--- config.mk ---
export PLATFORM = sky130hd
export DESIGN_NAME = hub75_array_scanner
export DESIGN_NICKNAME = d
export VERILOG_FILES = /design/src/rtl/hub75_array_scanner.sv
export SDC_FILE = /design/constraint.sdc
export NUM_CORES = 1
export LEC_CHECK = 0
export BUFFER_PORTS_ARGS = -buffer_cell sky130_fd_sc_hd__buf_2
export CAP_MARGIN = 30
export CORE_AREA = 2 2 170 105
export CTS_CLUSTER_DIAMETER = 60
export DETAILED_ROUTE_END_ITERATION = 8
export DIE_AREA = 0 0 172 107
export GPL_TIMING_DRIVEN = 0
export PLACE_DENSITY_LB_ADDON = 0.2
export REMOVE_ABC_BUFFERS = 1
export SYNTH_ARGS = -nofsm -noshare
export SYNTH_HDL_FRONTEND = slang
export SYNTH_SLANG_ARGS = --single-unit
--- constraint.sdc ---
create_clock -name clock -period 7.29 [get_ports clock]
set_clock_uncertainty 0.1 [all_clocks]
set_input_delay 0.729 -clock clock [delete_from_list [all_inputs] [get_ports clock]]
set_output_delay 0.729 -clock clock [all_outputs]
set_load 0.1 [all_outputs]
--- src/rtl/hub75_array_scanner.sv ---
// rtl/hub75_array_scanner.sv - shared HUB75 row/plane scan engine driving NUM_PANELS parallel RGB lanes
// Optional feature macro: HUB75_TEST_PATTERN_EN (adds test_mode column-gradient source)
module hub75_array_scanner #(
  parameter int NUM_PANELS = 9,
  parameter int COLS       = 64,
  parameter int ROW_BITS   = 5,
  parameter int BPC        = 8,
  parameter int UNIT       = 8
) (
  input  logic                        clock,
  input  logic                        resetn,
  input  logic                        enable,
  input  logic [7:0]                  brightness,
  input  logic                        swap_req,
  output logic                        swap_ack,
  output logic                        buf_sel,
  output logic                        frame_start,
  output logic [ROW_BITS-1:0]         rd_row,
  output logic [$clog2(COLS)-1:0]     rd_col,
  output logic [$clog2(BPC):0]        rd_plane,
  input  logic [6*NUM_PANELS-1:0]     rd_data,
`ifdef HUB75_TEST_PATTERN_EN
  input  logic                        test_mode,
`endif
  output logic [6*NUM_PANELS-1:0]     panel_rgb,
  output logic [ROW_BITS-1:0]         panel_addr,
  output logic                        panel_clk,
  output logic                        panel_lat,
  output logic                        panel_oe
);

  localparam int COL_W   = $clog2(COLS);
  localparam int PLANE_W = $clog2(BPC) + 1;
  localparam int LANE_W  = 6 * NUM_PANELS;
  localparam int LEN_W   = $clog2(UNIT) + BPC;
  localparam int PROD_W  = LEN_W + 8;
  localparam int SHIFT_W = $clog2(2 * COLS + 1);
  localparam int CNT_W   = (LEN_W > SHIFT_W) ? LEN_W : SHIFT_W;

  typedef enum logic [1:0] {
    ST_IDLE,
    ST_SHIFT,
    ST_LATCH,
    ST_DISPLAY
  } state_t;

  state_t              state_q, state_d;
  logic [CNT_W-1:0]    cnt_q, cnt_d;
  logic [ROW_BITS-1:0] row_q, row_d;
  logic [PLANE_W-1:0]  plane_q, plane_d;
  logic [COL_W-1:0]    col_q, col_d;
  logic [LEN_W-1:0]    on_q, on_d;
  logic                buf_sel_q, buf_sel_d;
  logic                swap_ack_q, swap_ack_d;
  logic                frame_start_q, frame_start_d;
  logic [LANE_W-1:0]   panel_rgb_q, panel_rgb_d;
  logic [ROW_BITS-1:0] panel_addr_q, panel_addr_d;
  logic                panel_clk_q, panel_clk_d;
  logic                panel_lat_q, panel_lat_d;
  logic                panel_oe_q, panel_oe_d;

  logic [LEN_W-1:0]    disp_len;
  logic [PROD_W-1:0]   on_prod;
  logic [LEN_W-1:0]    on_new;
  logic [CNT_W-1:0]    disp_last;
  logic                plane_last;
  logic                row_last;
  logic [LANE_W-1:0]   lane_src;

  // Plane on-time scales the plane's BCM slot by brightness/256.
  assign disp_len   = LEN_W'(UNIT) << plane_q;
  assign on_prod    = PROD_W'(disp_len) * PROD_W'(brightness);
  assign on_new     = on_prod[PROD_W-1:8];
  assign disp_last  = CNT_W'(disp_len) - 1'b1;
  assign plane_last = (plane_q == PLANE_W'(BPC - 1));
  assign row_last   = &row_q;

`ifdef HUB75_TEST_PATTERN_EN
  logic [COL_W-1:0] col_shifted;
  assign col_shifted = col_q >> plane_q;
  assign lane_src    = test_mode ? {LANE_W{col_shifted[0]}} : rd_data;
`else
  assign lane_src = rd_data;
`endif

  always_comb begin
    state_d      = state_q;
    cnt_d        = cnt_q;
    row_d        = row_q;
    plane_d      = plane_q;
    col_d        = col_q;
    on_d         = on_q;
    buf_sel_d    = buf_sel_q;
    swap_ack_d   = 1'b0;
    panel_rgb_d  = panel_rgb_q;
    panel_addr_d = panel_addr_q;

    case (state_q)
      ST_IDLE: begin
        if (enable) begin
          state_d = ST_SHIFT;
          cnt_d   = '0;
          col_d   = '0;
        end
      end
      ST_SHIFT: begin
        if (cnt_q == CNT_W'(2 * COLS)) begin
          state_d = ST_LATCH;
          cnt_d   = '0;
        end else begin
          cnt_d = cnt_q + 1'b1;
        end
        // Odd counts are pixel phase0: capture the prefetched word, advance the read column.
        if (cnt_q[0]) begin
          panel_rgb_d = lane_src;
          col_d       = (col_q == COL_W'(COLS - 1)) ? '0 : col_q + 1'b1;
        end
      end
      ST_LATCH: begin
        if (cnt_q == '0) begin
          cnt_d        = cnt_q + 1'b1;
          panel_addr_d = row_q;
        end else begin
          state_d = ST_DISPLAY;
          cnt_d   = '0;
          on_d    = on_new;
        end
      end
      ST_DISPLAY: begin
        if (cnt_q == disp_last) begin
          state_d = enable ? ST_SHIFT : ST_IDLE;
          cnt_d   = '0;
          col_d   = '0;
          if (plane_last) begin
            plane_d = '0;
            row_d   = row_q + 1'b1;
          end else begin
            plane_d = plane_q + 1'b1;
          end
        end else begin
          cnt_d = cnt_q + 1'b1;
        end
      end
      default: begin
        state_d = ST_IDLE;
        cnt_d   = '0;
      end
    endcase

    // Swap lands on the frame's final DISPLAY cycle so the next frame reads the new buffer.
    if ((state_d == ST_DISPLAY) && (cnt_d == disp_last) && plane_last && row_last && swap_req) begin
      buf_sel_d  = ~buf_sel_q;
      swap_ack_d = 1'b1;
    end
  end

  // Pin strobes are registered from next-state so they stay aligned with state_q and glitch-free.
  always_comb begin
    frame_start_d = (state_d == ST_SHIFT) && (cnt_d == '0) && (row_d == '0) && (plane_d == '0);
    panel_clk_d   = (state_d == ST_SHIFT) && (cnt_d != '0) && !cnt_d[0];
    panel_lat_d   = (state_d == ST_LATCH) && (cnt_d == '0);
    panel_oe_d    = !((state_d == ST_DISPLAY) && (CNT_W'(on_d) > cnt_d));
  end

  always_ff @(posedge clock or negedge resetn) begin
    if (!resetn) begin
      state_q       <= ST_IDLE;
      cnt_q         <= '0;
      row_q         <= '0;
      plane_q       <= '0;
      col_q         <= '0;
      on_q          <= '0;
      buf_sel_q     <= 1'b0;
      swap_ack_q    <= 1'b0;
      frame_start_q <= 1'b0;
      panel_rgb_q   <= '0;
      panel_addr_q  <= '0;
      panel_clk_q   <= 1'b0;
      panel_lat_q   <= 1'b0;
      panel_oe_q    <= 1'b1;
    end else begin
      state_q       <= state_d;
      cnt_q         <= cnt_d;
      row_q         <= row_d;
      plane_q       <= plane_d;
      col_q         <= col_d;
      on_q          <= on_d;
      buf_sel_q     <= buf_sel_d;
      swap_ack_q    <= swap_ack_d;
      frame_start_q <= frame_start_d;
      panel_rgb_q   <= panel_rgb_d;
      panel_addr_q  <= panel_addr_d;
      panel_clk_q   <= panel_clk_d;
      panel_lat_q   <= panel_lat_d;
      panel_oe_q    <= panel_oe_d;
    end
  end

  assign swap_ack    = swap_ack_q;
  assign buf_sel     = buf_sel_q;
  assign frame_start = frame_start_q;
  assign rd_row      = row_q;
  assign rd_col      = col_q;
  assign rd_plane    = plane_q;
  assign panel_rgb   = panel_rgb_q;
  assign panel_addr  = panel_addr_q;
  assign panel_clk   = panel_clk_q;
  assign panel_lat   = panel_lat_q;
  assign panel_oe    = panel_oe_q;

endmodule

==> metrics.yaml <==
critPathMaxFanout: 13
finalSetupViolations: 0
core_um2: 16900
ioPinCount: 146
fillerInstances: 1595
viasPerCell: 5.29
seqCellArea_um2: 2610
yosys.area.top_type_share: 0.337
cp.arrival_ns: 6.85
rr_endpoint: "panel_oe$_DFF_PN1_"
yosysTopAreaCell: "dfrtp_1"
chipWidth_um: 172
first_pass_iters: 5
end_kind: "flop"
crit_required_ns: 7.47
ff2ff_setup_slack_ns: 0.62
slew_viol_final: 0
setup_slack_ns: 0.616
fin_tns_setup_ns: 0
diodes: 0
grt_start_max_net_pins: 59
period_needed_ns: 6.67
synth_ff_type: "dfrtp_1"
fin_total_pwr_mw: 2.66
drive_above_1_share: 0.298
layout_commonest_cell: "buf_2"
clock-root-buffer: "clkbuf_16"
multi_input_area_um2: 4600
cts_buffers: 9
synth_edf_count: 0
vias: 5928
design.die.area_um2: 18400
antenna_found_initial: 0
fmax_mhz: 150
ys_seq_elements: 104
routedWlPerCell_um: 16.2
dp_hpwl_mm: 14.0
ys_types: 81
cts_tree: "yes"
synth_warnings: 0
first_iter_violations: 497
synthArstFlopShare: 1.00
synthTopCellsByArea: "dfrtp_1 34%, mux2_2 9.4%, fa_1 9.2%"
grt_pass1_vias: 5700
area_growth_pct: 16.7
clkSlewWorstSetupHoldPaths_ns: 0.08
crit_start: "rd_plane[0]$_DFF_PN0_"
instances_no_fill: 1121
htreeDepth: 3
finalHoldViolations: 0
grt_usage: 0.202
layout.nets: 1039
place_ws_ns: -0.0550
maxCapViolations: 0
io_buffers: 145
synth.avg_cell_area_um2: 10.1
yosysSeqAreaShare: 0.341
crit_end: "panel_oe$_DFF_PN1_"
crit_path_start_kind: "flop"
fin_crit_sh: 0.915
cts_sinks: 104
hold_class: "in2async"
worstMarginPinSlew_ns: 0.963
start_util: 0.454
clkLatencyLatePin_ns: 0.35
rows: 37
synthCells: 756
drc: 0
total_leakage_power_nw: 4.48
status: "completed"
mostFrequentLayoutCells: "145 x buf_2, 102 x dfrtp_1, 74 x inv_1, 64 x mux2_2, 53 x ha_1"
criticalPathCategory: "reg2reg"
r2r.worst_path.cells: 24
antenna_left: 0
rsz0062_at_grt: "no"
routabilityCongestion: 0.860
grt_pass1_wl_mm: 29.8
r2r_start: "rd_plane[0]$_DFF_PN0_"
slew_headroom: 0.356
power_density_nw_per_um2: 298
grt-ovfl-total: 0
wl_mm: 18.1
die_h_um: 107
ir_drop_v: 0.000210
syn-cell-area_um2: 7650
cts_max_path_buffers: 2
dp.cells: 1102
-- flip-flops by register name (all words and copies together), names as in the netlist, 2 cells and up --
name and count:
cnt_q 11, on_q 11, panel_addr 5, panel_rgb 54, rd_col 6, rd_plane 4
rd_row 5, state_q 2
-- cells by family (layout without fill, tap and decap cells) --
logic type                 count (synthesis)  count (layout)  synth area share
buffers and inverters                    112             243            0.0617
DFF                                      104             104             0.341
muxes                                     70              70             0.105
adders and majority gates                 91              91             0.183
AOI/OAI and AO/OA                        109             109             0.101
xor gates and xnor gates                  23              23            0.0273
and+or+nand+nor                          247             247             0.182
-- how the worst min path moves through the flow --
| stage | to |
|---|---|
| 4_1_cts | rd_col[5]$_DFFE_PN0P_ |
| 5_1_grt | buf_sel$_DFFE_PN0P_ |
| 2_1_floorplan | buf_sel$_DFFE_PN0P_ |
| 3_3_place_gp | buf_sel$_DFFE_PN0P_ |
| 6_report | rd_col[5]$_DFFE_PN0P_ |
| 3_5_place_dp | buf_sel$_DFFE_PN0P_ |
-- metal layers --
metal / track usage / share of wire / vias to the layer above
li1: - / - / 2887
met1: 0.317 / 0.51 / 2893
met2: 0.292 / 0.43 / 141
met3: 0.0402 / 0.052 / 7
met4: 0.0288 / 0.0045 / 0
met5: 0 / 0 / -
-- worst max-delay path, stage by stage, from the launching register on --
cell	delay [ns]
dfrtp_1	0.49
ha_1	0.30
ha_2	0.36
nor2b_4	0.34
and2_1	0.20
fa_1	0.42
ha_1	0.29
inv_1	0.05
fa_1	0.52
inv_1	0.04
ha_1	0.27
and4b_1	0.17
a41oi_1	0.32
o21bai_1	0.15
a21oi_1	0.30
o21ai_0	0.24
a41o_1	0.34
o41ai_2	0.32
o21bai_1	0.12
xnor2_1	0.14
o21ai_0	0.15
ha_1	0.37
nand3_1	0.10
or3_1	0.37
nand4_1	0.09
-- synthesized netlist by cell type (all sizes together) (2+ instances only) --
library cell and n:
mux2 66, a21boi 2, o21ai 30, nor2b 11, inv 74, xor2 12, o31ai 14, buf 14
ha 56, a21oi 18, nand2 52, xnor2 11, fa 35, nand2b 5, a2111oi 3, a211oi 2
and2 31, nor3 19, o32ai 2, dfrtp 103, o211ai 4, a21o 5, nand4 9, nor4 8
o21bai 3, o21a 2, or2 3, nor4b 4, clkbuf 24, or4 3, a22oi 2, nor3b 5
nand3 27, nor2 28, mux2i 3, and3 30, o311ai 5, a31oi 2, or3 6
-- per-stage QoR --
step	area, µm²	utilization	hold WS (ns)
5_1_grt	8920	0.529	0.390
3_5_place_dp	8550	0.508	0.361
6_report	8920	0.529	0.356
3_3_place_gp	8470	0.503	0.355
4_1_cts	8870	0.527	0.376
2_1_floorplan	7450	-	0.333
-- final cells by class --
class,instances,share of cell area
Tap cell,234,0.0328
Sequential cell,104,0.292
Clock buffer,9,0.0252
Inverter,74,0.0311
Timing Repair Buffer,153,0.0926
Clock inverter,7,0.0104
Multi-Input combinational cell,540,0.516
-- timing repair --
item / in CTS / in global routing
hold buffers: 0 / 0
setup endpoints to repair: 1 / 1
setup buffers: 0 / 3
resized for setup: 1 / 7
-- where the power goes --
| group | switching (mW) | internal, mW | leakage (nW) |
|---|---|---|---|
| clock network | 0.236 | 0.277 | 0.156 |
| logic | 1.05 | 0.292 | 3.08 |
| registers | 0.104 | 0.699 | 1.24 |
| total | 1.39 | 1.27 | 4.48 |
No activity file was read; power rests on OpenSTA's default activity.
